<file path="src/rtl/instr_fetch_queue_pkg.sv">
// Shared widths and entry type for the fetch->decode prefetch queue.
package instr_fetch_queue_pkg;
   localparam int WORD      = 64;
   localparam int INSTR_LEN = 32;
   localparam int FQ_DEPTH  = 4;

   typedef struct packed {
      logic [INSTR_LEN-1:0] instr;
      logic [WORD-1:0]      pc;
   } fq_entry_t;
endpackage

</file>
<file path="src/rtl/instr_fetch_queue_if.sv">
// One valid/ready channel carrying an {instruction, PC} pair.
interface instr_fetch_queue_if;
   import instr_fetch_queue_pkg::*;

   logic                 valid;
   logic                 ready;
   logic [INSTR_LEN-1:0] instr;
   logic [WORD-1:0]      pc;

   modport master (output valid, output instr, output pc, input ready);
   modport slave  (input valid, input instr, input pc, output ready);
endinterface

</file>
<file path="src/rtl/instr_fetch_queue.sv">
// Circular prefetch buffer between fetch and decode; a taken branch flushes
// every queued entry. Full/empty come from count, so pointers need no wrap bit.
module instr_fetch_queue
   import instr_fetch_queue_pkg::*;
#(
   parameter int DEPTH = FQ_DEPTH,
   parameter int PTR_W = $clog2(DEPTH)
) (
   input  logic                clk,
   input  logic                reset,
   instr_fetch_queue_if.slave  enq,
   instr_fetch_queue_if.master deq,
   input  logic                flush,
   output logic [PTR_W:0]      count
);
   localparam logic [PTR_W:0]   CNT_FULL = (PTR_W+1)'(DEPTH);
   localparam logic [PTR_W:0]   CNT_ONE  = (PTR_W+1)'(1);
   localparam logic [PTR_W-1:0] PTR_ONE  = PTR_W'(1);

   logic [INSTR_LEN-1:0] instr_mem [DEPTH];
   logic [WORD-1:0]      pc_mem    [DEPTH];
   logic [PTR_W-1:0]     wr_ptr;
   logic [PTR_W-1:0]     rd_ptr;
   logic                 push;
   logic                 pop;

   // in_ready ignores out_ready on purpose: a full queue never takes a push
   // in the same cycle it pops.
   assign enq.ready = (count != CNT_FULL);
   assign deq.valid = (count != '0);
   assign push      = enq.valid && enq.ready;
   assign pop       = deq.valid && deq.ready;
   assign deq.instr = deq.valid ? instr_mem[rd_ptr] : '0;
   assign deq.pc    = deq.valid ? pc_mem[rd_ptr]    : '0;

   always_ff @(posedge clk) begin
      if (push && !flush) begin
         instr_mem[wr_ptr] <= enq.instr;
         pc_mem[wr_ptr]    <= enq.pc;
      end
   end

   always_ff @(posedge clk or negedge reset) begin
      if (!reset) begin
         wr_ptr <= '0;
         rd_ptr <= '0;
         count  <= '0;
      end else if (flush) begin
         wr_ptr <= '0;
         rd_ptr <= '0;
         count  <= '0;
      end else begin
         if (push) wr_ptr <= wr_ptr + PTR_ONE;
         if (pop)  rd_ptr <= rd_ptr + PTR_ONE;
         case ({push, pop})
            2'b10:   count <= count + CNT_ONE;
            2'b01:   count <= count - CNT_ONE;
            default: count <= count;
         endcase
      end
   end
endmodule

</file>
<file path="src/flat_wrapper.sv">
// flat-port wrapper written by rule: the top's interface ports become plain ports
module instr_fetch_queue_flat import instr_fetch_queue_pkg::*;
#(
   parameter int DEPTH = FQ_DEPTH,
   parameter int PTR_W = $clog2(DEPTH)
)
  (clk, reset, flush, count, enq_valid, enq_instr, enq_pc, enq_ready, deq_valid, deq_instr, deq_pc, deq_ready);
  instr_fetch_queue_if enq_i ();
  instr_fetch_queue_if deq_i ();
  input  logic clk;
  input  logic reset;
  input  logic flush;
  output logic [PTR_W:0] count;
  input wire logic [$bits(enq_i.valid)-1:0] enq_valid;
  input wire logic [$bits(enq_i.instr)-1:0] enq_instr;
  input wire logic [$bits(enq_i.pc)-1:0] enq_pc;
  output wire logic [$bits(enq_i.ready)-1:0] enq_ready;
  output wire logic [$bits(deq_i.valid)-1:0] deq_valid;
  output wire logic [$bits(deq_i.instr)-1:0] deq_instr;
  output wire logic [$bits(deq_i.pc)-1:0] deq_pc;
  input wire logic [$bits(deq_i.ready)-1:0] deq_ready;
  assign enq_i.valid = enq_valid;
  assign enq_i.instr = enq_instr;
  assign enq_i.pc = enq_pc;
  assign enq_ready = enq_i.ready;
  assign deq_valid = deq_i.valid;
  assign deq_instr = deq_i.instr;
  assign deq_pc = deq_i.pc;
  assign deq_i.ready = deq_ready;
  instr_fetch_queue #(.DEPTH(DEPTH), .PTR_W(PTR_W)) u_core (.clk(clk), .reset(reset), .enq(enq_i), .deq(deq_i), .flush(flush), .count(count));
endmodule
</file>
<file path="config.mk">
export PLATFORM = sky130hd
export DESIGN_NAME = instr_fetch_queue_flat
export DESIGN_NICKNAME = d
export VERILOG_FILES = /design/src/rtl/instr_fetch_queue_pkg.sv /design/src/rtl/instr_fetch_queue_if.sv /design/src/rtl/instr_fetch_queue.sv /design/src/flat_wrapper.sv
export SDC_FILE = /design/constraint.sdc
export NUM_CORES = 1
export LEC_CHECK = 0
export ABC_AREA = 1
export BUFFER_PORTS_ARGS = -buffer_cell sky130_fd_sc_hd__buf_2
export CAP_MARGIN = 20
export CORE_MARGIN = 1.5
export CORE_UTILIZATION = 57
export CTS_CLUSTER_DIAMETER = 80
export DETAILED_ROUTE_END_ITERATION = 10
export GPL_TIMING_DRIVEN = 0
export PLACE_DENSITY = 0.77
export SYNTH_ARGS = -nofsm -noshare
export SYNTH_HDL_FRONTEND = slang
export SYNTH_SLANG_ARGS = --single-unit
</file>
<file path="constraint.sdc">
create_clock -name clk -period 6.1 [get_ports clk]
set_input_delay 0.305 -clock clk [delete_from_list [all_inputs] [get_ports clk]]
set_output_delay 0.305 -clock clk [all_outputs]
set_load 0.03 [all_outputs]
</file>
==> results.toml <==
[run_status]
status = "finished clean"

[critical_path]
critPathMaxFanout = 26
setup.worst_path.start_class = "flip-flop"
worst_ep_required_time_ps = 6310
end_kind = "flip-flop"
slowest_delay_ps = 820
crit_slowest_cell = "nor2_4"
path_cells = "nor2_4, a21oi_2, nand2_1, nor2_4, buf_12, buf_16"
path_class = "flip-flop to flip-flop"
cp.arrival_ps = 2920
crit_top_cell = "nor2_4"

[timing]
rsz0062_at_grt = "no"
whs_ps = 16.5
tightest_slew_ps = 983
setup_viol = 0
post-route-period-util = 0.444
setup_tns_ps = 0
slew_violations = 0
relSlewSlack = 0.343
period_minus_slack_ps = 2710
finalHoldViolCount = 0
skew_ps = 20.2
max_freq_mhz = 369

[cts]
cts_made_buffers = 38
clk_latency_ps = 520
tritoncts = "done"
hold_buffers = 71
htreeDepth = 2
clockBufferDepth = 3
clk_pin_slew_ps = 60
postCtsSetupRepairBufs = 0
ctsResizeCount = 0
cts_sinks = 391
cts_root_buf = "clkbuf_16"

[layout]
nets = 1632
multiInputGateArea_um2 = 3180
fin_cells = 1898
num-fill-cells = 1710
seq_area_um2 = 11700
syn_to_final_growth_pct = 24.1
drive_above_1_share = 0.216

[floorplan]
start_util = 0.577
core_region_area_um2 = 26800
die_h_um = 168
fp.dieArea_um2 = 28100
die_x_um = 168
io_pins = 202
rows = 60

[routing]
firstDrtPassIters = 7
drt_iter0_drc = 1102
ant_nets = 0
wl_um = 36600
vias_per_cell = 5.58
via_count = 10595
route.detailed.drc = 0
wl_per_cell_um = 19.3

[synth]
synth_area_um2 = 15500
ys_seq_elements = 391
netlist_instances = 1199
yosys_warnings = 0
avgSynthCellArea_um2 = 12.9
synth.area.top_cells = "edfxtp_1, nor2_1, o21ai_0"
syn-num-nets = 1305
seq_area_frac_synth = 0.757
synth_area_leader_cell = "edfxtp_1"
yosysUniqueCellTypes = 26
yosysTopAreaCellShare = 0.746

[power]
p_total_mw = 8.52
power_frac_seq = 0.370
p_leak_nw = 7.09
combPwrFrac = 0.361
p_per_area_nw_per_um2 = 444
ir_drop_uv = 300
clkPwrFrac = 0.269
p_sw_frac = 0.377
p_sw_mw = 3.21
intPower_mw = 5.31

[worst_hold_path]
hold_class = "primary input to flip-flop"

[global_routing]
grt_pass1_vias = 10373
antenna_found_initial = 3
gr-total-overflow = 0
grt_pass1_wl_um = 55600
grt_usage = 0.259
grt_max_degree = 30

[placement]
io_buffers = 201
dp_cells = 1755
dp_hpwl_um = 21700
place_congestion = 0.774

[run]
drv_cap = 0
==> cells in the final DEF (no fill, tap or decap) <==
master         count
o21ai_0          141
nor2_1           386
bufinv_16          3
clkinv_2           8
buf_1              6
buf_2            210
o21ai_1           54
clkbuf_16         41
nand4_1            3
xor2_1             1
nor2_4             5
clkbuf_1          18
inv_4              1
edfxtp_1         384
buf_16             5
nand2_1           14
buf_4              6
fa_1               1
a21oi_1           98
buf_8              1
diode_2            3
inv_2              2
nand3_1            6
dfrtp_1            7
clkinv_1          11
clkbuf_2          15
inv_1             12
buf_12             9
ha_1               4
buf_6             26
xnor2_1            1
nand2_2            2
a21oi_2            1
dlygate4sd3_1     72
==> area by class of cell <==
class                           count  area share
Clock inverter                     22     0.00893
Buffer                             76      0.0284
Inverter                           15     0.00307
Timing Repair Buffer              287       0.107
Sequential cell                   391       0.610
Antenna cell                        3    0.000391
Multi-Input combinational cell    717       0.166
Clock buffer                       46      0.0545
Tap cell                          341      0.0222
==> worst max-delay path, delay by kind of cell, from the launching register on <==
| family | cells | cell delay, ps |
|---|---|---|
| simple gates | 3 | 1160 |
| buf+inv | 2 | 490 |
| compound gates | 1 | 220 |
| flops | 1 | 470 |
==> path summary, 6_finish.rpt <==
check,from,endpoint,slack [ps],cells past startpoint
setup reg to reg,u_core.count[0]$_DFFE_PN0P_,u_core.pc_mem[0][35]$_DFFE_PP_,3390,6
hold reg to reg,u_core.wr_ptr[1]$_DFFE_PN0P_,u_core.wr_ptr[1]$_DFFE_PN0P_,640,2
hold / removal,enq_pc[57],u_core.pc_mem[3][57]$_DFFE_PP_,20,1
setup / recovery,u_core.count[0]$_DFFE_PN0P_,u_core.pc_mem[0][35]$_DFFE_PP_,3390,6
min in group asynchronous,reset,u_core.count[1]$_DFFE_PN0P_,140,2
max in group asynchronous,reset,u_core.rd_ptr[1]$_DFFE_PN0P_,5790,2
==> cell usage after synthesis, drive strengths merged <==
| master | instances |
|---|---|
| o21ai | 195 |
| a21oi | 99 |
| nand3 | 6 |
| fa | 1 |
| edfxtp | 384 |
| xor2 | 1 |
| nand2 | 16 |
| nor2 | 391 |
| ha | 4 |
| dfrtp | 7 |
| nand4 | 3 |
| xnor2 | 1 |
| inv | 15 |
| clkbuf | 28 |
| buf | 48 |
==> flip-flops by register name, indices dropped and copies added (netlist names) <==
signal / flops
u_core.wr_ptr: 2
u_core.instr_mem: 128
u_core.rd_ptr: 2
u_core.pc_mem: 256
u_core.count: 3
==> stage by stage <==
step,utilization,instance area (um^2),setup slack (ps)
after floorplan,-,15500,522
after global placement,0.630,16900,-2510
after detailed placement,0.643,17200,3330
after CTS,0.715,19200,3370
after global routing,0.716,19200,3200
final,0.716,19200,3390
==> routing by layer <==
metal / wire [um] / track usage / share of wire
met1: 14300 / 0.339 / 0.39
met2: 18600 / 0.448 / 0.51
met3: 2820 / 0.0442 / 0.077
met4: 816 / 0.0744 / 0.022
met5: 0 / 0 / 0
==> cells by family after synthesis <==
logic type	after synthesis	synth area share
AO/OA/AOI/OAI	294	0.0954
XOR/XNOR	2	0.00113
adder cells (fa/ha/maj)	5	0.00453
buffers and inverters	91	0.0390
flip-flops	391	0.757
AND/OR/NAND/NOR	416	0.103
==> power groups by stage <==
stage / clock (mW) / combinational, mW / sequential (mW)
floorplan: 0 / 2.01 / 3.24
global placement: 0 / 2.95 / 3.24
detailed placement: 0 / 3.02 / 3.21
CTS: 2.30 / 3.07 / 3.15
global route: 2.41 / 3.29 / 3.16
finish: 2.29 / 3.08 / 3.15
(Power assumes the default switching activity.)
